`src/rtl/mem_port_arbiter.sv`:
```
// Single-port memory arbiter between instruction fetch and load/store ports.
// Data has priority; fetch is guaranteed a grant after MAX_DATA_STREAK data grants.
module mem_port_arbiter #(
  parameter int MAX_DATA_STREAK = 4,
  parameter int GNT_TIMEOUT     = 16
) (
  input  logic        clk,
  input  logic        reset,
  // fetch port
  input  logic        i_req,
  input  logic [31:0] i_addr,
  output logic        i_gnt,
  output logic        i_rvalid,
  output logic [31:0] i_rdata,
  output logic        i_err,
  // load/store port
  input  logic        d_req,
  input  logic        d_we,
  input  logic [3:0]  d_be,
  input  logic [31:0] d_addr,
  input  logic [31:0] d_wdata,
  output logic        d_gnt,
  output logic        d_rvalid,
  output logic [31:0] d_rdata,
  output logic        d_err,
  // memory port
  output logic        m_req,
  output logic        m_we,
  output logic [3:0]  m_be,
  output logic [31:0] m_addr,
  output logic [31:0] m_wdata,
  input  logic        m_gnt,
  input  logic        m_rvalid,
  input  logic [31:0] m_rdata,
  // observability
  output logic [1:0]  dbg_state
);

  // Handshake: a requester holds x_req and its fields stable until the
  // one-cycle x_gnt pulse; exactly one x_rvalid pulse (possibly with x_err)
  // follows each grant. Memory side: m_req holds until m_gnt or timeout,
  // and exactly one m_rvalid follows each m_gnt.

  typedef enum logic [1:0] {
    S_IDLE  = 2'd0,
    S_ISSUE = 2'd1,
    S_WAIT  = 2'd2
  } state_t;

  localparam logic [3:0] STREAK_MAX = 4'(MAX_DATA_STREAK);
  localparam logic [7:0] TCNT_LAST  = 8'(GNT_TIMEOUT - 1);

  state_t      state;
  logic        owner_data;
  logic [3:0]  streak;
  logic [7:0]  tcnt;

  logic        pick_data;
  logic        pick_fetch;
  logic        in_idle;
  logic        timeout;
  logic        resp;
  logic        done;

  // Fetch overrides data only once data has won MAX_DATA_STREAK times in a row.
  always_comb begin
    pick_data  = d_req && !(i_req && (streak == STREAK_MAX));
    pick_fetch = i_req && !pick_data;
    in_idle    = (state == S_IDLE) && !reset;
    timeout    = (state == S_ISSUE) && !m_gnt && (tcnt == TCNT_LAST);
    resp       = (state == S_WAIT) && m_rvalid;
    done       = timeout || resp;
  end

  always_comb begin
    i_gnt     = in_idle && pick_fetch;
    d_gnt     = in_idle && pick_data;
    m_req     = (state == S_ISSUE);
    i_rvalid  = done && !owner_data;
    d_rvalid  = done && owner_data;
    i_err     = timeout && !owner_data;
    d_err     = timeout && owner_data;
    i_rdata   = (resp && !owner_data) ? m_rdata : 32'h0;
    d_rdata   = (resp && owner_data && !m_we) ? m_rdata : 32'h0;
    dbg_state = state;
  end

  always_ff @(posedge clk or posedge reset) begin
    if (reset) begin
      state      <= S_IDLE;
      owner_data <= 1'b0;
      streak     <= 4'd0;
      tcnt       <= 8'd0;
      m_we       <= 1'b0;
      m_be       <= 4'h0;
      m_addr     <= 32'h0;
      m_wdata    <= 32'h0;
    end else begin
      case (state)
        S_IDLE: begin
          if (pick_data) begin
            owner_data <= 1'b1;
            m_we       <= d_we;
            m_be       <= d_be;
            m_addr     <= d_addr;
            m_wdata    <= d_wdata;
            tcnt       <= 8'd0;
            state      <= S_ISSUE;
            if (i_req && (streak != STREAK_MAX)) streak <= streak + 4'd1;
          end else if (pick_fetch) begin
            owner_data <= 1'b0;
            m_we       <= 1'b0;
            m_be       <= 4'hF;
            m_addr     <= i_addr;
            m_wdata    <= 32'h0;
            tcnt       <= 8'd0;
            streak     <= 4'd0;
            state      <= S_ISSUE;
          end
        end
        S_ISSUE: begin
          if (m_gnt) begin
            state <= S_WAIT;
          end else if (tcnt == TCNT_LAST) begin
            state <= S_IDLE;
          end else begin
            tcnt <= tcnt + 8'd1;
          end
        end
        S_WAIT: begin
          if (m_rvalid) state <= S_IDLE;
        end
        default: state <= S_IDLE;
      endcase
    end
  end

  a_gnt_onehot: assert property (@(posedge clk) disable iff (reset) !(i_gnt && d_gnt));
  a_rvalid_onehot: assert property (@(posedge clk) disable iff (reset) !(i_rvalid && d_rvalid));
  a_gnt_only_idle: assert property (@(posedge clk) disable iff (reset)
    (i_gnt || d_gnt) |-> (state == S_IDLE));

endmodule

```
`config.mk`:
```
export PLATFORM = sky130hd
export DESIGN_NAME = mem_port_arbiter
export DESIGN_NICKNAME = d
export VERILOG_FILES = /design/src/rtl/mem_port_arbiter.sv
export SDC_FILE = /design/constraint.sdc
export NUM_CORES = 1
export LEC_CHECK = 0
export CAP_MARGIN = 40
export CORE_MARGIN = 2
export CORE_UTILIZATION = 33
export CTS_CLUSTER_SIZE = 12
export DETAILED_ROUTE_END_ITERATION = 16
export PLACE_DENSITY = 0.81
export SLEW_MARGIN = 10
export SYNTH_ARGS = -nofsm -noshare
export SYNTH_HDL_FRONTEND = slang
export SYNTH_SLANG_ARGS = --single-unit
```
`constraint.sdc`:
```
create_clock -name clk -period 2.5 [get_ports clk]
set_input_delay 0.375 -clock clk [delete_from_list [all_inputs] [get_ports clk]]
set_output_delay 0.375 -clock clk [all_outputs]
set_load 0.005 [all_outputs]
```
* Yosys cells after proc, flatten, opt, wreduce, memory -nomap -nowiden *
Index checks and enable logic that the tools add are counted.

storage, ports and cells
  register bits = 84
  latch bits = 0
  bits in writable memories = 0
  ROM bits = 0
  output and inout port bits = 142
  logic and storage cells = 77
  memories = 0

cells by class
  $add $sub $neg = 2
  multipliers = 0
  divide/modulo/power cells = 0
  $lt $le $gt $ge = 0
  eq/ne operators = 11
  shift operators = 0
  muxes and demuxes = 25
  bitwise gates (word level) = 0
  reductions and logical operators = 31

operators with widths
  kind                   number
  $mux W32               6
  $mux W8                4
  $mux W4                5
  $logic_and A1 B1 Y1    17
  $pmux W8 S2            1
  $mux W2                5
  $add A8 B1 Y8 const B  1
  $eq A8 B4 Y1 const B   1
  $logic_not A1 Y1       6
  $ne A2 B2 Y1 const B   3
  $pmux W2 S3            1
  $reduce_and A3 Y1      2
  $add A4 B1 Y4 const B  1
  $eq A4 B3 Y1 const B   1
  $ne A4 B3 Y1 const B   1
  $reduce_and A4 Y1      1
  $reduce_bool A2 Y1     2
  $mux W1                3
  $ne A3 B1 Y1 const B   1
  $ne A3 B3 Y1 const B   1
  $eq A2 B1 Y1 const B   1
  $eq A2 B2 Y1 const B   1
  $logic_not A2 Y1       1
  $ne A2 B1 Y1 const B   1
  2 further kinds        2

* Logic depth before layout (Yosys ltp) *
Gate-level depths: netlist (run 1).

  depth after elaboration = 9
  gate-level depth with buffers = 7
  mapped depth without buffers = 5

* Worst setup path before layout (run 1) *
OpenSTA, ideal clock, no wires.

  kind = register to output
  start point = register tcnt[4]
  end point = output port d_rvalid
  arrival = 1386 ps
  required time = 2125 ps
  path slack = 739 ps
  cell stages (with the launch flop) = 4
  buffers on the path = 0
  cell sequence = dfrtp_1 -> or4_1 -> o31a_1 -> nor2_1

on the way
  longest elaborated chain between the ends = 4

RTL lines
  what                      RTL line  text
  start: declaration        56        logic [7:0] tcnt;
  start signal: assignment  127       tcnt <= tcnt + 8'd1;
  $eq A8 B4 Y1              70        timeout = (state == S_ISSUE) && !m_gnt && (tcnt == TCNT_LAST);
  $logic_and A1 B1 Y1       70
  $logic_or A1 B1 Y1        72        done = timeout || resp;
  $logic_and A1 B1 Y1       80        d_rvalid = done && owner_data;
  end: declaration          23        output logic d_rvalid,

Every way passes these cells.

* Worst setup path in the final report (run 1) *
  start point = input port m_rvalid
  end point = output port d_rdata[19]

on the way
  longest elaborated chain between the ends = 4

RTL lines
  what                              RTL line  text
  start: declaration                33        input logic m_rvalid,
  $logic_and A1 B1 Y1               71        resp = (state == S_WAIT) && m_rvalid;
  $logic_and A1 B1 Y1 (2 in a row)  84        d_rdata = (resp && owner_data && !m_we) ? m_rdata : 32'h0;
  $mux W32                          84
  end: declaration                  24        output logic [31:0] d_rdata,

Every way passes these cells.

==> results_tabular.tex, run 1 <==
\begin{tabular}{lr}
\hline
Metric & Value \\
\hline
\multicolumn{2}{l}{\textbf{Status}} \\
Result of the run & finished, final reports clean \\
\multicolumn{2}{l}{\textbf{Global route}} \\
Total global-route track usage & 23.02\% \\
Leftover overflow at the end of global routing & 0 \\
Global-route wire length before repair & 25760 µm \\
Pin count of the biggest net entering global routing & 48 \\
Initial antenna violation count & 0 \\
Via count of the first global-routing pass & 4971 \\
\multicolumn{2}{l}{\textbf{Synth}} \\
Top area cells in the synthesized netlist & sky130\_fd\_sc\_hd\_\_dfrtp\_1, sky130\_fd\_sc\_hd\_\_and2\_1, sky130\_fd\_sc\_hd\_\_a22o\_1 \\
Avg Cell Area, Syn & 9.430 µm² \\
Count of distinct cell types in the synthesized netlist & 38 \\
Fraction of synthesized cell area taken by the top area cell type & 49.43\% \\
Yosys reg bits & 84 \\
Most frequent cell after synthesis & sky130\_fd\_sc\_hd\_\_dfrtp\_1 \\
Number of flops mapped to enable cells by yosys & 0 \\
Compound-Gate Fraction of Synth Area & 23.92\% \\
Most used flip-flop cell after synthesis & sky130\_fd\_sc\_hd\_\_dfrtp\_1 \\
Share of synthesized area spent on multiplexers & 0\% \\
Fraction of registers with async set or reset after synthesis & 100.0\% \\
Total nets after synthesis & 593 \\
Dominant combinational cell family by area after synthesis & compound AO/OA/AOI/OAI gates \\
Total of warnings raised by yosys & 0 \\
Most frequent cells after synthesis & sky130\_fd\_sc\_hd\_\_dfrtp\_1, sky130\_fd\_sc\_hd\_\_and2\_1, sky130\_fd\_sc\_hd\_\_nand3\_1 \\
Share of the yosys chip area belonging to registers & 49.43\% \\
Simple-gate share of the synthesized area & 21.01\% \\
Synth area leader & sky130\_fd\_sc\_hd\_\_dfrtp\_1 \\
Xor and xnor fraction of the mapped netlist area & 0\% \\
Fraction of the mapped netlist area in adder cells & 0.8826\% \\
Cell count after synthesis & 451 \\
Post-synthesis cell area & 0.004253 mm² \\
\multicolumn{2}{l}{\textbf{Timing}} \\
Worst-case clock skew & 0.006582 ns \\
Period Utilization, post-route & 98.54\% \\
Worst slew slack as a fraction of its limit & 51.06\% \\
Setup tns final & 0 ns \\
Final worst path period need & 2.463 ns \\
Count of final setup violators & 0 \\
Pins over their slew limit & 0 \\
Maximum clock rate & 405.9 MHz \\
Number of hold-slack violations in the final timing report & 0 \\
Worst-margin pin slew & 0.7286 ns \\
Unrepaired setup endpoints after global routing & yes \\
\multicolumn{2}{l}{\textbf{Hold path}} \\
Hold WC Path Type & flop to flop \\
\multicolumn{2}{l}{\textbf{Detailed routing}} \\
Via/cell ratio & 5.292 \\
Detailed-routing iteration count for the pre-antenna-repair pass & 5 \\
Detailed-routed wire length on met3 & 1339 µm \\
Overall routed net length & 16520 µm \\
Remaining antenna violation count after routing & 0 \\
Drt first-iter violations & 305 \\
Highest routed layer & met4 \\
Mean routed wirelength per cell & 18.14 µm \\
Amount of wire on met2 after detailed routing & 8643 µm \\
Drt drc & 0 \\
Metal-1 WL & 6132 µm \\
Via count & 4821 \\
\multicolumn{2}{l}{\textbf{Run}} \\
Max Cap Viol & 0 \\
\multicolumn{2}{l}{\textbf{Cells and area}} \\
Utilization after layout & 61.78\% \\
Fraction of layout cells with a size suffix above 1 & 8.525\% \\
Layout Nets & 876 \\
Number of diodes & 0 \\
Area growth from synthesis to layout & 83.32\% \\
Layout Cells excl Fill & 911 \\
Count of fill cells added during filler insertion & 1058 \\
\multicolumn{2}{l}{\textbf{Floorplan}} \\
Die height & 117.5 µm \\
Full die area & 0.01381 mm² \\
Horizontal die dimension & 117.5 µm \\
Floorplan core area & 0.01262 mm² \\
Effective utilization at floorplan & 33.70\% \\
Boundary pin count & 281 \\
Number of standard-cell rows in the floorplan & 41 \\
\multicolumn{2}{l}{\textbf{Placement}} \\
Number of port buffers & 280 \\
Number of cells after detailed placement & 888 \\
Global placer's final weighted congestion & 0.8405 \\
HPWL reported at the end of detailed placement & 12330 µm \\
\multicolumn{2}{l}{\textbf{CTS}} \\
Number of levels the H-tree was split into & 3 \\
Inserted Clock Buffers & 9 \\
CTS sink count & 84 \\
Root Buffer Master & sky130\_fd\_sc\_hd\_\_clkbuf\_16 \\
Clock tree from TritonCTS & yes \\
Clk Latency, worst-skew pair & 0.33 ns \\
Max Buffers Root-to-Sink & 2 \\
CTS clk-pin slew, worst paths & 0.06 ns \\
\multicolumn{2}{l}{\textbf{Worst setup path}} \\
Endpoint kind of the worst setup timing path & output pin \\
WP data arrival & 2.09 ns \\
Reg2Reg Capture Point & m\_addr[7]\$\_DFFE\_PP0P\_ \\
Crit path kind & input port to output pin \\
Worst Reg-to-Reg Cells & 7 \\
Crit Reg-Reg Startpoint & dbg\_state[1]\$\_DFFE\_PP0P\_ \\
Required time of the critical path & 2.12 ns \\
Launching element type of the critical path & input port \\
Reg-to-reg slack, setup & 0.40 ns \\
Worst Setup SP & m\_rvalid \\
Critical path endpoint & d\_rdata[19] \\
Critical Path Fanout Max & 32 \\
\multicolumn{2}{l}{\textbf{Power}} \\
Final total power & 7.276 mW \\
Power per cell area & 933.3 mW/mm² \\
Leakage dissipation & 3.591 nW \\
VDD IR-drop max & 0.0005353 V \\
\hline
\end{tabular}
[power by group]
part / switching [mW] / internal, mW / total (mW)
Clock: 0.590 / 0.793 / 1.38
Sequential: 0.422 / 1.97 / 2.39
Combinational: 1.48 / 2.02 / 3.50
Total: 2.49 / 4.78 / 7.28
[through the flow]
step | instance area (µm²) | setup slack, ns | hold slack (ns)
2_1_floorplan | 4257 | 0.7390 | 0.4641
3_3_place_gp | 7333 | 0.04319 | 0.4787
3_5_place_dp | 7333 | 0.02149 | 0.4802
4_1_cts | 7725 | 0.01191 | 0.4996
5_1_grt | 7796 | -0.06272 | 0.5247
6_report | 7796 | 0.03656 | 0.4953
[sequential cells by signal, summed over array words and instances, names as in the netlist]
signal / count
m_wdata: 32
dbg_state: 2
m_addr: 32
streak: 4
tcnt: 8
m_we: 1
m_be: 4
owner_data: 1
[what timing repair did]
action / CTS / global route
hold buffers: 0 / 0
resized for setup: 10 / 25
endpoints found under the setup margin: 66 / 57
gates cloned: 0 / 0
buffers inserted: 6 / 1
pin swaps: 2 / 0
[per-layer routing]
layer / up-vias / track usage [%]
li1: 2219 / -
met1: 2316 / 25.07
met2: 254 / 42.65
met3: 32 / 6.008
met4: 0 / 8.735
met5: - / 0
[final cells by class]
cell class              count  area (µm²)  share of cell area, %
clock buffers               9       225.2                  2.889
well taps                 172       215.2                  2.760
multi-input cells         318        1976                  25.34
clock inverters             7       81.33                  1.043
inverters                   7       30.03                 0.3852
repair buffers            314        3164                  40.59
flip-flops and latches     84        2105                  26.99
[worst min path at each step]
stage                       startpoint                       end  depth (start not counted)
3_3_place_gp       m_be[1]$_DFFE_PP0P_       m_be[1]$_DFFE_PP0P_                          1
2_1_floorplan                 m_rvalid  dbg_state[1]$_DFFE_PP0P_                          1
3_5_place_dp   m_wdata[16]$_DFFE_PP0P_   m_wdata[16]$_DFFE_PP0P_                          1
5_1_grt        m_wdata[24]$_DFFE_PP0P_   m_wdata[24]$_DFFE_PP0P_                          1
4_1_cts            m_be[2]$_DFFE_PP0P_       m_be[2]$_DFFE_PP0P_                          1
6_report           m_be[2]$_DFFE_PP0P_       m_be[2]$_DFFE_PP0P_                          1
[kinds of logic (layout without fill, tap and decap cells)]
group                      after synthesis  in the layout
and+or+nand+nor                        155            155
buffers and inverters                   49            337
AOI/OAI and AO/OA                      160            160
DFF                                     84             84
adders and majority gates                3              3
[placed cells by master, fill, tap and decap left out, types with 13 or more instances in the layout]
master                            instances
sky130_fd_sc_hd__dfrtp_1                 82
sky130_fd_sc_hd__and2_1                  66
sky130_fd_sc_hd__clkdlybuf4s50_1        253
sky130_fd_sc_hd__dlymetal6s2s_1          23
sky130_fd_sc_hd__a31oi_1                 35
sky130_fd_sc_hd__buf_4                   29
sky130_fd_sc_hd__a21oi_1                 36
sky130_fd_sc_hd__nand3_1                 42
sky130_fd_sc_hd__nand2_1                 13
sky130_fd_sc_hd__a22o_1                  33
sky130_fd_sc_hd__o21ai_0                 40
[critical path: stages]
cell and delay, ns:
sky130_fd_sc_hd__clkdlybuf4s50_1 0.48, sky130_fd_sc_hd__nand3b_1 0.15, sky130_fd_sc_hd__nor3_2 0.21, sky130_fd_sc_hd__buf_12 0.19
sky130_fd_sc_hd__and2_1 0.15, sky130_fd_sc_hd__clkdlybuf4s50_1 0.53
Note: power is estimated with default switching activity, not from simulation.
==> run 2, diff against run 1 <==
--- a/config.mk
+++ b/config.mk
@@ -7,10 +7,10 @@
 export LEC_CHECK = 0
 export CAP_MARGIN = 40
 export CORE_MARGIN = 2
-export CORE_UTILIZATION = 33
+export CORE_UTILIZATION = 39
 export CTS_CLUSTER_SIZE = 12
 export DETAILED_ROUTE_END_ITERATION = 16
-export PLACE_DENSITY = 0.81
+export PLACE_DENSITY = 0.89
 export SLEW_MARGIN = 10
 export SYNTH_ARGS = -nofsm -noshare
 export SYNTH_HDL_FRONTEND = slang
==> constraint.sdc (replaced) <==
create_clock -name clk -period 2.89 [get_ports clk]
set_input_delay 0.4335 -clock clk [delete_from_list [all_inputs] [get_ports clk]]
set_output_delay 0.4335 -clock clk [all_outputs]
set_load 0.005 [all_outputs]
==> results_tabular.tex, run 2 (synthesized netlist as in run 1, its figures left out) <==
\begin{tabular}{lr}
\hline
Metric & Value \\
\hline
\multicolumn{2}{l}{\textbf{CTS}} \\
Post-CTS Setup Inserts & 0 (-6) \\
Root Buffer Master & sky130\_fd\_sc\_hd\_\_clkbuf\_8 \\
Inserted Clock Buffers & 9 (unchanged) \\
CTS sink count & 84 (unchanged) \\
Clock tree from TritonCTS & yes \\
Number of levels the H-tree was split into & 3 (unchanged) \\
Clk Latency, worst-skew pair & 0.36 ns (+0.03 ns) \\
Max Buffers Root-to-Sink & 2 (unchanged) \\
CTS clk-pin slew, worst paths & 0.09 ns (+0.03 ns) \\
\multicolumn{2}{l}{\textbf{Timing}} \\
Final worst slack & 0.1512 ns (+0.1146 ns) \\
Worst slew slack as a fraction of its limit & 41.31\% (-9.7 points) \\
Period Utilization, post-route & 94.77\% \\
Number of hold-slack violations in the final timing report & 0 (unchanged) \\
Unrepaired setup endpoints after global routing & no \\
Setup tns final & 0 ns (unchanged) \\
Maximum clock rate & 365.1 MHz \\
Pins over their slew limit & 0 (unchanged) \\
Worst-case clock skew & 0.01523 ns (+0.008652 ns) \\
Worst-margin pin slew & 0.8723 ns (+0.1437 ns) \\
Count of final setup violators & 0 (unchanged) \\
Final worst path period need & 2.739 ns \\
\multicolumn{2}{l}{\textbf{Floorplan}} \\
Boundary pin count & 281 (unchanged) \\
Floorplan core area & 0.01075 mm² (-15\%) \\
Full die area & 0.01176 mm² (-15\%) \\
Effective utilization at floorplan & 39.58\% (+5.9 points) \\
Number of standard-cell rows in the floorplan & 38 (-7.3\%) \\
Horizontal die dimension & 108.4 µm (-7.7\%) \\
Die height & 108.4 µm (-7.7\%) \\
\multicolumn{2}{l}{\textbf{Placement}} \\
Global placer's final weighted congestion & 0.7662 (-8.8\%) \\
Number of port buffers & 280 (unchanged) \\
HPWL reported at the end of detailed placement & 11920 µm (-3.3\%) \\
Pre-CTS setup slack & 0.2473 ns (+0.2258 ns) \\
Area after detailed placement & 0.007231 mm² (-1.4\%) \\
\multicolumn{2}{l}{\textbf{Worst setup path}} \\
Launching element type of the critical path & flop \\
Worst Reg-to-Reg Cells & 6 (-1) \\
Required time of the critical path & 2.46 ns (+0.34 ns) \\
Endpoint kind of the worst setup timing path & output pin \\
WP data arrival & 2.31 ns (+0.22 ns) \\
Reg2Reg Capture Point & m\_addr[26]\$\_DFFE\_PP0P\_ \\
Crit path kind & flop to output pin \\
Critical Path Fanout Max & 7 (-78\%) \\
Reg-to-reg slack, setup & 0.69 ns (+0.29 ns) \\
Crit Reg-Reg Startpoint & dbg\_state[0]\$\_DFFE\_PP0P\_ \\
\multicolumn{2}{l}{\textbf{Detailed routing}} \\
Mean routed wirelength per cell & 18.16 µm (+0.14\%) \\
Drt first-iter violations & 460 (+51\%) \\
Via count & 4715 (-2.2\%) \\
Via/cell ratio & 5.463 (+3.2\%) \\
Detailed-routing iteration count for the pre-antenna-repair pass & 6 (+1) \\
Overall routed net length & 15670 µm (-5.1\%) \\
Remaining antenna violation count after routing & 0 (unchanged) \\
Drt drc & 0 (unchanged) \\
\multicolumn{2}{l}{\textbf{Run}} \\
Max Cap Viol & 0 (unchanged) \\
\multicolumn{2}{l}{\textbf{Cells and area}} \\
Utilization after layout & 69.24\% (+7.5 points) \\
Most frequent cells in the layout & sky130\_fd\_sc\_hd\_\_clkdlybuf4s50\_1, sky130\_fd\_sc\_hd\_\_dfrtp\_1, sky130\_fd\_sc\_hd\_\_and2\_1 \\
Fraction of layout cells with a size suffix above 1 & 5.947\% (-2.6 points) \\
Number of diodes & 0 (unchanged) \\
Count of fill cells added during filler insertion & 837 (-21\%) \\
Layout Nets & 860 (-1.8\%) \\
Area growth from synthesis to layout & 74.93\% \\
Final instance area & 0.007440 mm² (-4.6\%) \\
Top Registers & m\_addr: 32 flops, m\_wdata: 32 flops, tcnt: 8 flops \\
Commonest non-fill, non-tap cell in the layout & sky130\_fd\_sc\_hd\_\_clkdlybuf4s50\_1 \\
\multicolumn{2}{l}{\textbf{Hold path}} \\
Endpoint of the worst hold path & m\_wdata[7]\$\_DFFE\_PP0P\_ \\
Hold WC Path Type & flop to flop \\
Worst hold start & m\_wdata[7]\$\_DFFE\_PP0P\_ \\
Instance count along the most critical hold path & 1 (unchanged) \\
\multicolumn{2}{l}{\textbf{Global route}} \\
Global-route wire length before repair & 23720 µm (-7.9\%) \\
Leftover overflow at the end of global routing & 0 (unchanged) \\
Total global-route track usage & 25.83\% (+2.8 points) \\
Initial antenna violation count & 0 (unchanged) \\
Via count of the first global-routing pass & 4600 (-7.5\%) \\
Pin count of the biggest net entering global routing & 85 (+77\%) \\
\multicolumn{2}{l}{\textbf{Power}} \\
VDD IR-drop max & 0.0004443 V (-17\%) \\
Final total power & 5.797 mW (-20\%) \\
Power per cell area & 779.2 mW/mm² (-17\%) \\
Leakage dissipation & 3.013 nW (-16\%) \\
\multicolumn{2}{l}{\textbf{Status}} \\
Result of the run & finished, final reports clean \\
\hline
\end{tabular}
-- run 2: per-layer routing --
| layer | GRT usage, % | wire length [µm] | part of all wire (%) | vias to the layer above |
|---|---|---|---|---|
| met5 | 0 | 0 | 0 | - |
| met4 | 9.799 | 537 | 3.4 | 0 |
| met3 | 7.414 | 1451 | 9.3 | 46 |
| met2 | 47.01 | 8109 | 52 | 244 |
| met1 | 28.30 | 5576 | 36 | 2238 |
| li1 | - | - | - | 2187 |
-- run 2: worst max path at each step --
stage | slack (ns) | from | end | depth (start not counted)
final | 0.15 | tcnt[4]$_DFFE_PP0P_ | i_rvalid | 4
after global routing | 0.04 | tcnt[4]$_DFFE_PP0P_ | d_rvalid | 4
after CTS | 0.08 | tcnt[4]$_DFFE_PP0P_ | i_rvalid | 4
after detailed placement | 0.25 | m_gnt | i_rvalid | 5
after global placement | 0.28 | m_gnt | i_rvalid | 5
after floorplan | 0.29 | reset | dbg_state[0]$_DFFE_PP0P_ | 1
-- run 2: worst max-delay path: stages (launching register included) --
cell	delay, ns
sky130_fd_sc_hd__dfrtp_2	0.45
sky130_fd_sc_hd__or4_4	0.56
sky130_fd_sc_hd__o31a_1	0.34
sky130_fd_sc_hd__nor2_1	0.10
sky130_fd_sc_hd__clkdlybuf4s50_1	0.51
-- run 2: area by class of cell --
cell class	instances	area [µm²]	area share, %
Inverter	7	27.53	0.3700
Clock inverter	7	78.83	1.060
Tap cell	140	175.2	2.355
Timing Repair Buffer	298	2970	39.93
Multi-Input combinational cell	318	1959	26.34
Clock buffer	9	123.9	1.665
Sequential cell	84	2105	28.29
-- run 2: stage by stage --
| step | hold WS (ns) | instances |
|---|---|---|
| after detailed placement | 0.4805 | 847 |
| after floorplan | 0.4844 | 451 |
| after global placement | 0.4731 | 846 |
| after global routing | 0.5264 | 863 |
| after CTS | 0.5101 | 863 |
| final | 0.5085 | 863 |
-- run 2: power by group --
group,leakage [nW],switching [mW],internal [mW],total (mW)
clock network,0.102,0.493,0.344,0.836
logic,1.90,1.23,1.65,2.88
registers,1.01,0.377,1.70,2.08
-- run 2: timing repair --
action                     in CTS  in global routing
resized for setup               0                  3
setup endpoints to repair       0                  2
hold buffers                    0                  0
==> run 3, diff against run 2 <==
--- a/config.mk
+++ b/config.mk
@@ -8,9 +8,10 @@
 export CAP_MARGIN = 40
 export CORE_MARGIN = 2
 export CORE_UTILIZATION = 39
-export CTS_CLUSTER_SIZE = 12
+export CTS_CLUSTER_SIZE = 40
 export DETAILED_ROUTE_END_ITERATION = 16
 export PLACE_DENSITY = 0.89
+export RECOVER_POWER = 25
 export SLEW_MARGIN = 10
 export SYNTH_ARGS = -nofsm -noshare
 export SYNTH_HDL_FRONTEND = slang
==> results_tabular.tex, run 3 (synthesized netlist as in run 1, its figures left out) <==
\begin{tabular}{lr}
\hline
Metric & Value \\
\hline
\multicolumn{2}{l}{\textbf{Power}} \\
Final total power & 5.792 mW (about the same) \\
VDD IR-drop max & 0.0004451 V (+0.17\%) \\
Power per cell area & 780.1 mW/mm² (+0.12\%) \\
Leakage dissipation & 3.008 nW (-0.18\%) \\
\multicolumn{2}{l}{\textbf{CTS}} \\
CTS clk-pin slew, worst paths & 0.09 ns (about the same) \\
Root Buffer Master & sky130\_fd\_sc\_hd\_\_clkbuf\_8 \\
Clock tree from TritonCTS & yes \\
Inserted Clock Buffers & 9 (unchanged) \\
Total of hold buffers inserted after clock tree synthesis & 0 (unchanged) \\
CTS sink count & 84 (unchanged) \\
Clk Latency, worst-skew pair & 0.36 ns (about the same) \\
Max Buffers Root-to-Sink & 2 (unchanged) \\
Number of levels the H-tree was split into & 3 (unchanged) \\
\multicolumn{2}{l}{\textbf{Status}} \\
Result of the run & finished with violations \\
Violations in the final reports & capacitance limit, slew limit \\
\multicolumn{2}{l}{\textbf{Detailed routing}} \\
Mean routed wirelength per cell & 18.14 µm (-0.10\%) \\
Via count & 4733 (+0.38\%) \\
Overall routed net length & 15660 µm (-0.10\%) \\
Remaining antenna violation count after routing & 0 (unchanged) \\
Detailed-routing iteration count for the pre-antenna-repair pass & 5 (-1) \\
Via/cell ratio & 5.484 (+0.38\%) \\
Drt drc & 0 (unchanged) \\
Drt first-iter violations & 464 (+0.87\%) \\
\multicolumn{2}{l}{\textbf{Global route}} \\
Global-route wire length before repair & 23720 µm (unchanged) \\
Total global-route track usage & 25.83\% (unchanged) \\
Leftover overflow at the end of global routing & 0 (unchanged) \\
Via count of the first global-routing pass & 4600 (unchanged) \\
Initial antenna violation count & 0 (unchanged) \\
Pin count of the biggest net entering global routing & 85 (unchanged) \\
\multicolumn{2}{l}{\textbf{Worst setup path}} \\
Top cell family by delay on the critical path & simple AND/OR/NAND/NOR gates \\
Required time of the critical path & 2.46 ns (about the same) \\
Reg-to-reg slack, setup & 0.70 ns (about the same) \\
Worst path bufs/invs & 1 (unchanged) \\
Launching element type of the critical path & flop \\
WP data arrival & 2.31 ns (about the same) \\
Crit path kind & flop to output pin \\
Highest-delay cell along the critical path & sky130\_fd\_sc\_hd\_\_or4\_4 \\
Crit Reg-Reg Startpoint & dbg\_state[0]\$\_DFFE\_PP0P\_ \\
Critical Path Fanout Max & 7 (unchanged) \\
Delay contributed by the slowest stage of the critical path & 0.56 ns (about the same) \\
Reg2Reg Capture Point & m\_addr[26]\$\_DFFE\_PP0P\_ \\
Worst Reg-to-Reg Cells & 6 (unchanged) \\
Endpoint kind of the worst setup timing path & output pin \\
Ordered list of cells on the worst path & or4\_4 > o31a\_1 > nor2\_1 > clkdlybuf4s50\_1 \\
\multicolumn{2}{l}{\textbf{Cells and area}} \\
Layout Nets & 860 (unchanged) \\
Commonest non-fill, non-tap cell in the layout & sky130\_fd\_sc\_hd\_\_clkdlybuf4s50\_1 \\
Top Registers & m\_addr: 32 flops, m\_wdata: 32 flops, tcnt: 8 flops \\
Fraction of layout cells with a size suffix above 1 & 5.947\% (unchanged) \\
Number of diodes & 0 (unchanged) \\
Area growth from synthesis to layout & 74.58\% \\
Most frequent cells in the layout & sky130\_fd\_sc\_hd\_\_clkdlybuf4s50\_1, sky130\_fd\_sc\_hd\_\_dfrtp\_1, sky130\_fd\_sc\_hd\_\_and2\_1 \\
Layout Cells excl Fill & 863 (unchanged) \\
Count of fill cells added during filler insertion & 839 (+0.24\%) \\
\multicolumn{2}{l}{\textbf{Timing}} \\
Maximum clock rate & 364.9 MHz (about the same) \\
Worst slew slack as a fraction of its limit & -23.53\% (-65 points) \\
Setup tns final & 0 ns (unchanged) \\
Number of hold-slack violations in the final timing report & 0 (unchanged) \\
Worst-margin pin slew & 1.853 ns (+0.9807 ns) \\
Pins over their slew limit & 85 (+85) \\
Final worst slack & 0.1493 ns (-0.001950 ns) \\
Hold slack & 0.5086 ns (+0.000003000 ns) \\
Worst-case clock skew & 0.01475 ns (-0.0004849 ns) \\
Unrepaired setup endpoints after global routing & no \\
Count of final setup violators & 0 (unchanged) \\
Final worst path period need & 2.741 ns (+0.001950 ns) \\
Period Utilization, post-route & 94.84\% (about the same) \\
\multicolumn{2}{l}{\textbf{Floorplan}} \\
Boundary pin count & 281 (unchanged) \\
Number of standard-cell rows in the floorplan & 38 (unchanged) \\
Full die area & 0.01176 mm² (unchanged) \\
Effective utilization at floorplan & 39.58\% (unchanged) \\
Die height & 108.4 µm (unchanged) \\
Horizontal die dimension & 108.4 µm (unchanged) \\
Floorplan core area & 0.01075 mm² (unchanged) \\
\multicolumn{2}{l}{\textbf{Hold path}} \\
Instance count along the most critical hold path & 1 (unchanged) \\
Endpoint of the worst hold path & m\_wdata[7]\$\_DFFE\_PP0P\_ \\
Worst hold start & m\_wdata[7]\$\_DFFE\_PP0P\_ \\
Hold WC Path Type & flop to flop \\
\multicolumn{2}{l}{\textbf{Placement}} \\
Number of port buffers & 280 (unchanged) \\
HPWL reported at the end of detailed placement & 11920 µm (unchanged) \\
Number of cells after detailed placement & 847 (unchanged) \\
Pre-CTS setup slack & 0.2473 ns (unchanged) \\
Global placer's final weighted congestion & 0.7662 (unchanged) \\
\multicolumn{2}{l}{\textbf{Run}} \\
Max Cap Viol & 1 (+1) \\
\hline
\end{tabular}
-- run 3: what timing repair did --
| item | 4_1_cts | 5_1_grt |
|---|---|---|
| endpoints found under the setup margin | 0 | 2 |
| resized for setup | 0 | 3 |
| buffers inserted | 0 | 0 |
-- run 3: layout make-up --
class / instances / area [µm²] / area share [%]
Clock buffer: 9 / 123.9 / 1.668
Clock inverter: 7 / 78.83 / 1.062
Inverter: 7 / 27.53 / 0.3707
Multi-Input combinational cell: 318 / 1959 / 26.39
Sequential cell: 84 / 2105 / 28.35
Tap cell: 140 / 175.2 / 2.359
Timing Repair Buffer: 298 / 2955 / 39.80
-- run 3: routing by layer --
metal / vias up / track usage, % / routed length [µm]
li1: 2189 / - / -
met1: 2253 / 28.30 / 5586
met2: 247 / 47.01 / 8108
met3: 44 / 7.414 / 1431
met4: 0 / 9.799 / 532
met5: - / 0 / 0
-- run 3: where the power goes --
| part | total (mW) | internal (mW) | switching [mW] |
|---|---|---|---|
| registers | 2.08 | 1.70 | 0.377 |
| logic | 2.88 | 1.65 | 1.23 |
| clock network | 0.836 | 0.344 | 0.492 |
-- run 3: how the worst max path moves through the flow --
stage,from,to,slack [ns],cells past startpoint
2_1_floorplan,reset,dbg_state[0]$_DFFE_PP0P_,0.29,1
3_3_place_gp,m_gnt,i_rvalid,0.28,5
3_5_place_dp,m_gnt,i_rvalid,0.25,5
4_1_cts,tcnt[4]$_DFFE_PP0P_,i_rvalid,0.08,4
5_1_grt,tcnt[4]$_DFFE_PP0P_,d_rvalid,0.04,4
6_report,tcnt[4]$_DFFE_PP0P_,i_rvalid,0.15,4
-- run 3: metrics by stage --
stage               util (%)  area [µm²]
floorplan                  -        4253
global placement       67.04        7203
detailed placement     67.29        7231
CTS                    69.18        7433
global route           69.10        7425
finish                 69.10        7425
-- run 3: worst reg2reg max path, stage by stage (launching register included) --
cell                      delay [ns]
sky130_fd_sc_hd__dfrtp_1        0.46
sky130_fd_sc_hd__buf_4          0.19
sky130_fd_sc_hd__nor2_2         0.11
sky130_fd_sc_hd__buf_4          0.28
sky130_fd_sc_hd__and2_1         0.50
sky130_fd_sc_hd__buf_4          0.38
sky130_fd_sc_hd__a31oi_1        0.15
